**config.mk**
```make
export PLATFORM = sky130hd
export DESIGN_NAME = jk_drive_ctrl
export DESIGN_NICKNAME = d
export VERILOG_FILES = /design/src/rtl/jk_drive_ctrl.sv
export SDC_FILE = /design/constraint.sdc
export NUM_CORES = 1
export LEC_CHECK = 0
export ABC_AREA = 1
export BUFFER_PORTS_ARGS = -buffer_cell sky130_fd_sc_hd__buf_2
export CORE_MARGIN = 1.5
export CORE_UTILIZATION = 30
export DETAILED_ROUTE_END_ITERATION = 6
export PLACE_DENSITY = 0.48
export SETUP_SLACK_MARGIN = 0.3
export SLEW_MARGIN = 20
export SYNTH_ARGS = -nofsm -noshare
export SYNTH_HDL_FRONTEND = slang
export SYNTH_SLANG_ARGS = --single-unit
```
**constraint.sdc**
```tcl
create_clock -name clk -period 1.56 [get_ports clk]
set_input_delay 0.312 -clock clk [delete_from_list [all_inputs] [get_ports clk]]
set_output_delay 0.312 -clock clk [all_outputs]
set_load 0.02 [all_outputs]
```
**src/rtl/jk_drive_ctrl.sv**
```systemverilog
// Drives a bank of JK flip-flops toward a requested value: one enable pulse,
// a settle window, a feedback compare, and bounded re-drives on mismatch.
module jk_drive_ctrl #(
    parameter int WIDTH     = 4,
    parameter int SETTLE    = 2,
    parameter int MAX_RETRY = 3,
    parameter int RW        = (MAX_RETRY > 0) ? $clog2(MAX_RETRY + 1) : 1
) (
    input  logic             clk,
    input  logic             clr_n,
    input  logic             req_valid,
    output logic             req_ready,
    input  logic [WIDTH-1:0] req_data,
    input  logic             req_mode,
    output logic [WIDTH-1:0] jk_j,
    output logic [WIDTH-1:0] jk_k,
    output logic             jk_en,
    input  logic [WIDTH-1:0] fb_q,
    output logic             done,
    output logic             err,
    output logic [RW-1:0]    retries
);

    localparam int SW = (SETTLE > 1) ? $clog2(SETTLE) : 1;
    localparam logic [SW-1:0] WAIT_LAST = SW'(SETTLE - 1);
    localparam logic [RW-1:0] RETRY_MAX = RW'(MAX_RETRY);

    typedef enum logic [2:0] {
        IDLE  = 3'd0,
        DRIVE = 3'd1,
        WAIT  = 3'd2,
        CHECK = 3'd3,
        RESP  = 3'd4
    } state_t;

    state_t            state, state_nxt;
    logic [WIDTH-1:0]  tgt, snap;
    logic              mode;
    logic [RW-1:0]     rcnt;
    logic [SW-1:0]     wcnt;
    logic              fail;
    logic              match;
    logic              can_retry;

    assign match     = (fb_q == tgt);
    assign can_retry = (rcnt < RETRY_MAX);

    always_ff @(posedge clk or negedge clr_n) begin
        if (!clr_n) state <= IDLE;
        else        state <= state_nxt;
    end

    always_comb begin
        state_nxt = state;
        req_ready = 1'b0;
        jk_en     = 1'b0;
        jk_j      = '0;
        jk_k      = '0;
        done      = 1'b0;
        err       = 1'b0;
        case (state)
            IDLE: begin
                req_ready = 1'b1;
                if (req_valid) state_nxt = DRIVE;
            end
            DRIVE: begin
                jk_en = 1'b1;
                // Toggle mode flips only the bits that differ from the snapshot.
                if (mode) begin
                    jk_j = tgt ^ snap;
                    jk_k = tgt ^ snap;
                end else begin
                    jk_j = tgt;
                    jk_k = ~tgt;
                end
                state_nxt = WAIT;
            end
            WAIT: begin
                if (wcnt == WAIT_LAST) state_nxt = CHECK;
            end
            CHECK: begin
                state_nxt = (!match && can_retry) ? DRIVE : RESP;
            end
            RESP: begin
                done      = 1'b1;
                err       = fail;
                state_nxt = IDLE;
            end
            default: state_nxt = IDLE;
        endcase
    end

    always_ff @(posedge clk or negedge clr_n) begin
        if (!clr_n) begin
            tgt     <= '0;
            snap    <= '0;
            mode    <= 1'b0;
            rcnt    <= '0;
            wcnt    <= '0;
            fail    <= 1'b0;
            retries <= '0;
        end else begin
            case (state)
                IDLE: begin
                    if (req_valid) begin
                        tgt  <= req_data;
                        mode <= req_mode;
                        snap <= fb_q;
                        rcnt <= '0;
                    end
                end
                DRIVE: wcnt <= '0;
                WAIT:  wcnt <= wcnt + 1'b1;
                CHECK: begin
                    // Retry count is published on the way into RESP so it is valid with done.
                    if (match) begin
                        fail    <= 1'b0;
                        retries <= rcnt;
                    end else if (can_retry) begin
                        rcnt <= rcnt + 1'b1;
                        snap <= fb_q;
                    end else begin
                        fail    <= 1'b1;
                        retries <= rcnt;
                    end
                end
                default: ;
            endcase
        end
    end

endmodule

```
==> results of run 1 <==
-- kinds of logic after synthesis --
kind of cell,Yosys count
DFF,18
adders and majority gates,1
buffers and inverters,21
AOI/OAI and AO/OA,23
and+or+nand+nor,63
xor gates and xnor gates,3
-- Yosys cell counts, drive strengths merged --
| cell type | instances |
|---|---|
| o21ai | 12 |
| dfrtp | 18 |
| ha | 1 |
| buf | 1 |
| clkinv | 1 |
| nor3 | 2 |
| o211ai | 1 |
| nand2 | 42 |
| or2 | 1 |
| xor2 | 3 |
| nor2 | 5 |
| nand4 | 1 |
| nor4 | 1 |
| inv | 19 |
| a21oi | 10 |
| nand3 | 11 |
-- layout make-up --
type,count,area [sq um],share of cell area
multi-input cells,90,703.2,0.4126
flip-flops and latches,18,455.4,0.2673
repair buffers,44,356.6,0.2093
inverters,20,97.59,0.05727
well taps,46,57.56,0.03377
clock buffers,4,26.28,0.01542
repair inverters,1,7.507,0.004405
-- worst max path at each step --
stage | start | to | slack [ns] | depth (start not counted)
6_report | state[0] | jk_j[2] | -0.15 | 6
3_3_place_gp | state[2] | jk_j[0] | 0.03 | 4
5_1_grt | state[2] | jk_k[2] | -0.25 | 5
2_1_floorplan | state[0] | jk_j[0] | 0.02 | 4
4_1_cts | state[0] | jk_j[2] | -0.17 | 6
3_5_place_dp | state[2] | jk_j[3] | 0.03 | 4
-- layer usage --
layer | wire, um | global-route usage | part of all wire
met1 | 1171 | 0.2124 | 0.42
met2 | 1447 | 0.2842 | 0.52
met4 | 58 | 0.05167 | 0.021
met5 | 0 | 0 | 0
met3 | 111 | 0.03992 | 0.040
-- metrics by stage --
step	cell area, sq um	hold WS (ns)	std cells	TNS (ns)
floorplan	1121	0.01641	129	0
finish	1704	0.2152	223	-1.283
CTS	1625	0.2091	221	-1.459
detailed placement	1351	0.2861	206	0
global placement	1351	0.2808	206	0
global route	1704	0.2023	223	-2.291
-- what timing repair did --
action,4_1_cts,5_1_grt
pin swaps,14,4
gates cloned,1,0
setup buffers,9,2
resized for setup,53,19
setup endpoints to repair,27,29
hold buffers,1,0
hold endpoints to repair,18,0
-- tightest hold or removal path, stage by stage --
cell and delay (ns):
buf_2 0.07, nand2_1 0.05, o21ai_2 0.04
-- flip-flops by register name (all words and copies together), names as in the netlist --
name,flops
fail,1
mode,1
rcnt,2
retries,2
snap,4
state,3
tgt,4
wcnt,1
-- where the power goes --
group | switching (uW) | leakage [uW] | internal (uW) | total (uW)
Sequential | 171 | 0.000225 | 688 | 859
Clock | 148 | 0.0000150 | 99.5 | 248
Combinational | 1510 | 0.000582 | 1170 | 2680
Total | 1830 | 0.000822 | 1960 | 3790
==> impl_metrics.yaml, run 1 <==
route:
  routedWlPerCell_um: 12.50
  vias_per_cell: 4.610
  vias: 1028
  drtPass1Iterations: 2
  drc: 0
  postRouteAntennaNets: 0
  routed_wl_um: 2788
  drtIter0Drc: 27
sta:
  hold_viol: 0
  drv_slew: 0
  rsz0062_at_grt: "yes"
  finalCriticalPeriod_ns: 1.712
  finalCritPeriodShare: 1.098
  max_slew_margin: 0.6981
  skew_ns: 0.002617
  setup_viol: 11
  tightest_slew_ns: 0.4529
  layout_setup_ws_ns: -0.1524
  max_freq_mhz: 584.0
clock_tree:
  cts_tree: "done"
  cts_made_buffers: 3
  cts-root-buf: "clkbuf_4"
  clkLatencyLatePin_ns: 0.29
  clock_path_buffers: 2
  cts.htree.levels: 1
  cts.sinks: 18
  cts.reportedPaths.clkPinSlew_ns: 0.11
global_route:
  grt_pass1_wl_um: 4657
  grt_max_degree: 19
  antenna_found_initial: 0
  gr-total-overflow: 0
  grt_pass1_vias: 1015
  grtUsageTotal: 0.1683
worst_setup_path:
  cp_slowest_cell: "dfrtp_2"
  startpoint_type: "flip-flop"
  critPathArrivalTime_ns: 1.40
  path_class: "reg2out"
  path_max_fanout: 2
  cp_cell_sequence: "inv_2 > nor3_4 > buf_4 > nand2_2 > a21oi_4 > buf_6"
  reg2reg_depth: 8
  rrSetupSlack_ns: 0.10
  crit_required_ns: 1.25
  cp.buffers_inverters: 3
  crit_family: "flip-flops"
  r2r_start: "state[0]"
  r2r-end: "rcnt[0]"
  worstSetupEndpointType: "primary output"
  slowest_delay_ns: 0.38
synthesis:
  syn_nets: 142
  seq_area_frac_synth: 0.4390
  synth_cell_types: 25
  synthCells: 129
  synth_xor_area_frac: 0.02561
  synth.cell_area_sq_mm: 0.001026
  synth_top_cell_by_area: "dfrtp_1"
  postSynthAreaPerCell_sq_um: 7.953
  ys_ff_latch: 18
  yosys-mux-area-fraction: 0
  synth_compound_gate_area_share: 0.1366
  netlist_top_cells_area: "dfrtp_1 (44%), nand2_1 (14%), a21oi_1 (4.9%)"
  synth_top_area_frac: 0.4390
  synth_simple_gate_area_frac: 0.3085
  synth_top_family_by_area: "simple AND/OR/NAND/NOR gates"
  synth_warnings: 0
  synthAdderAreaFrac: 0.01220
power_and_ir_drop:
  power_density_mw_per_mm2: 2222
  p_leak_uw: 0.0008223
  p_total_uw: 3787
  ir_worst_vdd_mv: 0.7095
placed_design:
  io_buffers: 25
  preCtsSetupSlack_ns: 0.02897
  globalplace.congestion: 0.7782
  dp_hpwl_um: 1783
hold_path:
  hold_path_depth: 3
  holdCritPathClass: "in2reg"
  hold_path.startpoint: "req_mode"
  min_to: "mode"
cells_and_area:
  fill_cells: 348
  fin_util: 0.5147
  layout_commonest_cell: "nand2_1"
  layout-drive-gt1-share: 0.6045
  synthToLayoutAreaGrowth_pct: 66.10
  n_antenna_cell: 0
  layout_common_cells: "nand2_1 (21), nand2_2 (18), buf_4 (15), buf_6 (15), dfrtp_1 (14)"
  final_net_count: 191
floorplan:
  io-pin-count: 26
  initial_utilization: 0.3099
  die_x_um: 61.48
  fp.dieH_um: 61.48
  core_area_sq_mm: 0.003311
  die-area_sq_mm: 0.003780
  rows: 21
run_status:
  violations: "negative setup slack"
  status: "finished, violations left"
job:
  cap_viol_max_count: 0
Power figures use the tool's default switching activity.
==> inputs of run 2 (changes only) <==
--- a/config.mk
+++ b/config.mk
@@ -5,7 +5,6 @@
 export SDC_FILE = /design/constraint.sdc
 export NUM_CORES = 1
 export LEC_CHECK = 0
-export ABC_AREA = 1
 export BUFFER_PORTS_ARGS = -buffer_cell sky130_fd_sc_hd__buf_2
 export CORE_MARGIN = 1.5
 export CORE_UTILIZATION = 30
==> impl_metrics.yaml, run 2 <==
run_status:
  status: "finished, violations left"
  violations: "negative setup slack"
power_and_ir_drop:
  power_density_mw_per_mm2: 2198
  p_seq_frac: 0.223
  p_int_uw: 2433
  p_leak_uw: 0.0008497
  clock_power_share: 0.071
  ir_worst_vdd_mv: 0.9126
  power.switching_uw: 1560
  pwr-share-comb: 0.706
  swShare: 0.3907
synthesis:
  synth_cell_types: 25
  ys_ff_latch: 18
  synth_most_common_cell: "dfrtp_1"
  netlist_top_cells_area: "dfrtp_1 (46%), mux2_2 (9.2%), xor2_1 (7.2%)"
  synthCells: 90
  synth_top_area_frac: 0.4598
  postSynthAreaPerCell_sq_um: 10.89
  synth_commonest_cells: "dfrtp_1 (18), nor2_1 (10), mux2_2 (8), xor2_1 (8)"
  synth_top_cell_by_area: "dfrtp_1"
  syn_nets: 103
  synth_edf_count: 0
  synth.cell_area_sq_um: 979.7
  ys_async_sr_fraction: 1.000
  synth_warnings: 0
  synthFlopType: "dfrtp_1"
  seq_area_frac_synth: 0.4598
clock_tree:
  cts_made_buffers: 3
  cts-root-buf: "clkbuf_4"
  cts.sinks: 18
  cts.reportedPaths.clkPinSlew_ns: 0.10
  clock_path_buffers: 2
  cts_tree: "done"
  clkLatencyLatePin_ns: 0.28
  cts.htree.levels: 1
sta:
  finalCritPeriodShare: 1.155
  drv_slew: 0
  tightest_slew_ns: 0.4110
  skew_ns: 0.0008801
  layout_setup_ws_ns: -0.2415
  fin_setup_tns_ns: -3.328
  finalCriticalPeriod_ns: 1.802
  setup_viol: 25
  hold_viol: 0
  max_slew_margin: 0.7260
  max_freq_mhz: 555.1
  rsz0062_at_grt: "yes"
placed_design:
  globalplace.congestion: 0.6946
  preCtsSetupSlack_ns: -0.1782
  io_buffers: 25
  dp.cells: 178
  dp_hpwl_um: 1584
floorplan:
  die_x_um: 60.15
  io-pin-count: 26
  fp.dieH_um: 60.15
  core_area_sq_mm: 0.003078
  die-area_sq_mm: 0.003617
  rows: 20
  initial_utilization: 0.3183
cells_and_area:
  fin_util: 0.5902
  layout-drive-gt1-share: 0.6776
  final_net_count: 166
  reg_top3: "snap: 4 flops, tgt: 4 flops, state: 3 flops"
  n_antenna_cell: 0
  layout_commonest_cell: "buf_4"
  layout_common_cells: "buf_4 (25), buf_6 (19), dfrtp_1 (18)"
  synthToLayoutAreaGrowth_pct: 85.44
  fin_cells: 196
route:
  drtPass1Iterations: 4
  drtIter0Drc: 13
  routed_wl_um: 2503
  postRouteAntennaNets: 0
  vias: 888
  routedWlPerCell_um: 12.77
  vias_per_cell: 4.531
  drc: 0
global_route:
  gr-total-overflow: 0
  grtUsageTotal: 0.1598
  grt_max_degree: 19
  antenna_found_initial: 0
  grt_pass1_wl_um: 4188
  grt_pass1_vias: 878
worst_setup_path:
  path_class: "reg2out"
  path_max_fanout: 5
  critPathArrivalTime_ns: 1.49
  startpoint_type: "flip-flop"
  rrSetupSlack_ns: -0.13
  crit_required_ns: 1.25
  worstSetupEndpointType: "primary output"
hold_path:
  holdCritPathClass: "in2reg"
job:
  cap_viol_max_count: 0
## run 2: cell type report
class	count	area, sq um
Fill cell	267	1261
Clock buffer	4	36.28
Sequential cell	18	450.4
Multi-Input combinational cell	66	708.2
Tap cell	44	55.05
Inverter	2	7.507
Timing Repair Buffer	62	559.3
## run 2: path summary, 6_finish.rpt
| check | cells past startpoint | to | from |
|---|---|---|---|
| hold / removal | 2 | tgt[3] | req_data[3] |
| setup reg to reg | 5 | rcnt[0] | state[0] |
| hold reg to reg | 1 | retries[0] | retries[0] |
| setup / recovery | 7 | jk_k[3] | state[1] |
| max in group asynchronous | 2 | tgt[3] | clr_n |
| min in group asynchronous | 2 | retries[0] | clr_n |
## run 2: cells by family after synthesis
family / Yosys count / share of synthesized area
and+or+nand+nor: 31 / 0.1673
buffers and inverters: 6 / 0.02555
adders and majority gates: 1 / 0.01277
DFF: 18 / 0.4598
xor gates and xnor gates: 13 / 0.1162
AOI/OAI and AO/OA: 8 / 0.05492
muxes: 13 / 0.1635
## run 2: repair_timing
item                                    in CTS  in global routing
gates resized for setup                     55                 10
gates cloned                                 1                  0
setup buffers                                9                  3
hold buffers                                 1                  0
endpoints found under the hold margin       18                  0
endpoints found under the setup margin      28                 29
pin swaps                                   15                  6
## run 2: power by group through the flow
| stage | logic [uW] | registers (uW) | clock network, uW |
|---|---|---|---|
| after floorplan | 1300 | 894 | 0 |
| after global placement | 1980 | 873 | 0 |
| after detailed placement | 2000 | 874 | 0 |
| after CTS | 2680 | 877 | 295 |
| after global routing | 3020 | 925 | 322 |
| final | 2820 | 891 | 282 |
## run 2: stage by stage
| stage | area [sq um] | power, uW | hold slack, ns |
|---|---|---|---|
| 2_1_floorplan | 1066 | 2196 | 0.01641 |
| 3_3_place_gp | 1400 | 2851 | 0.2648 |
| 3_5_place_dp | 1400 | 2878 | 0.2623 |
| 4_1_cts | 1757 | 3854 | 0.2475 |
| 5_1_grt | 1817 | 4271 | 0.2317 |
| 6_report | 1817 | 3993 | 0.2575 |
## run 2: worst max-delay path, cell delays in order (launching register included)
cell and delay (ns):
dfrtp_1 0.40, inv_1 0.09, buf_4 0.12, nand3b_1 0.09, buf_4 0.16, buf_12 0.14, nor2_4 0.09, buf_6 0.12
## run 2: metal layers
layer  vias up  wire length [um]  GRT usage
li1        427                 -          -
met1       436              1109     0.2130
met2        21              1267     0.2593
met3         4                85    0.02165
met4         0                40    0.06667
met5         -                 0          0
==> inputs of run 3 (changes only) <==
--- a/config.mk
+++ b/config.mk
@@ -6,10 +6,10 @@
 export NUM_CORES = 1
 export LEC_CHECK = 0
 export BUFFER_PORTS_ARGS = -buffer_cell sky130_fd_sc_hd__buf_2
-export CORE_MARGIN = 1.5
-export CORE_UTILIZATION = 30
+export CORE_MARGIN = 2
+export CORE_UTILIZATION = 50
 export DETAILED_ROUTE_END_ITERATION = 6
-export PLACE_DENSITY = 0.48
+export PLACE_DENSITY = 0.74
 export SETUP_SLACK_MARGIN = 0.3
 export SLEW_MARGIN = 20
 export SYNTH_ARGS = -nofsm -noshare
==> impl_metrics.yaml, run 3 (synthesis results as in run 2) <==
cells_and_area:
  fill_cells: 73
  final_net_count: 161
  layout_common_cells: "buf_4 (22), buf_6 (19), dfrtp_1 (18)"
  synthToLayoutAreaGrowth_pct: 73.56
  layout_commonest_cell: "buf_4"
  multi_input_area_sq_um: 678.2
  reg_top3: "snap: 4 flops, tgt: 4 flops, state: 3 flops"
  n_antenna_cell: 0
  layout-drive-gt1-share: 0.6531
  area.sequential_sq_um: 450.4
global_route:
  grt_pass1_vias: 930
  grt_pass1_wl_um: 4312
  grtUsageTotal: 0.2755
  grt_max_degree: 19
  gr-total-overflow: 0
  antenna_found_initial: 0
job:
  cap_viol_max_count: 0
floorplan:
  fp.dieH_um: 48.27
  io-pin-count: 26
  core_area_sq_mm: 0.001902
  die-area_sq_mm: 0.002330
  initial_utilization: 0.5151
  rows: 16
  die_x_um: 48.27
power_and_ir_drop:
  ir_worst_vdd_mv: 1.763
  p_total_uw: 4023
  swShare: 0.4177
  pwr-share-comb: 0.693
  power_density_mw_per_mm2: 2366
  p_leak_uw: 0.0008109
  clock_power_share: 0.075
  p_seq_frac: 0.232
  power.switching_uw: 1680
  p_int_uw: 2342
sta:
  layout_setup_ws_ns: -0.2830
  max_slew_margin: 0.7173
  setup_viol: 24
  max_freq_mhz: 542.6
  tightest_slew_ns: 0.4241
  rsz0062_at_grt: "yes"
  drv_slew: 0
  finalCriticalPeriod_ns: 1.843
  fin_setup_tns_ns: -3.919
  hold_viol: 0
  finalCritPeriodShare: 1.181
  skew_ns: 0.007613
worst_setup_path:
  critPathArrivalTime_ns: 1.53
  reg2reg_depth: 7
  startpoint_type: "flip-flop"
  crit_required_ns: 1.25
  path_class: "reg2out"
  worstSetupEndpointType: "primary output"
  path_max_fanout: 9
route:
  postRouteAntennaNets: 0
  routedWlPerCell_um: 18.67
  drtPass1Iterations: 4
  routed_wl_um: 3249
  vias: 964
  drc: 0
  vias_per_cell: 5.540
  drtIter0Drc: 21
hold_path:
  hold_path_depth: 2
  holdCritPathClass: "in2reg"
placed_design:
  globalplace.congestion: 0.7198
  dp_hpwl_um: 1654
  io_buffers: 25
clock_tree:
  cts.sinks: 18
  cts.reportedPaths.clkPinSlew_ns: 0.11
  cts-root-buf: "clkbuf_4"
  clock_path_buffers: 2
  clkLatencyLatePin_ns: 0.30
  cts.htree.levels: 1
  cts_made_buffers: 3
  cts_tree: "done"
run_status:
  status: "finished, violations left"
  violations: "negative setup slack"
-- run 3: cell count changes in the layout (fill, tap and decap cells not counted), sizes merged --
cell  before  now
buf       61   56
-- run 3: worst max-delay path, stage by stage, from the launching register on --
cell      delay [ns]
dfrtp_1         0.42
buf_6           0.15
nand3b_1        0.20
buf_12          0.18
nor2_2          0.12
buf_4           0.15
-- run 3: worst paths after layout --
check	startpoint	to	slack [ns]
worst max-delay path	state[2]	jk_k[0]	-0.28
worst min-delay path	req_data[3]	tgt[3]	0.23
worst max register to register	state[2]	rcnt[0]	-0.22
worst min register to register	retries[0]	retries[0]	0.53
max in group asynchronous	clr_n	fail	0.80
min in group asynchronous	clr_n	retries[1]	0.46
-- run 3: cell type report --
type / instances / area share
Sequential cell: 18 / 0.2649
Timing Repair Buffer: 57 / 0.2907
Tap cell: 27 / 0.01987
Clock buffer: 4 / 0.02134
Inverter: 2 / 0.004415
Multi-Input combinational cell: 66 / 0.3988
-- run 3: per-stage QoR --
stage               instances  hold slack, ns  utilization  setup slack [ns]  cell area [sq um]
floorplan                  90         0.01641            -           -0.1062               1066
global placement          158          0.2579       0.7132           -0.1274               1356
detailed placement        158          0.2638       0.7132           -0.1417               1356
CTS                       169          0.2408       0.8454           -0.2126               1608
global route              174          0.2218       0.8941           -0.3287               1700
finish                    174          0.2328       0.8941           -0.2830               1700
-- run 3: what timing repair did --
item | 4_1_cts | 5_1_grt
resized for setup | 41 | 14
hold buffers | 1 | 0
setup endpoints to repair | 28 | 29
pin swaps | 11 | 5
cloned | 0 | 0
setup buffers | 6 | 5
endpoints found under the hold margin | 18 | 0
-- run 3: power groups by stage --
stage	Clock, uW	Combinational, uW	Sequential (uW)
floorplan	0	1300	894
global placement	0	1920	868
detailed placement	0	1980	886
CTS	294	2460	888
global route	323	2950	950
finish	301	2790	935
-- run 3: layer usage --
metal  wire, um  vias to the layer above  track usage
li1           -                      417            -
met1       1242                      478       0.3325
met2       1740                       49       0.4816
met3        135                       20      0.03704
met4        131                        0       0.1297
met5          0                        -            0
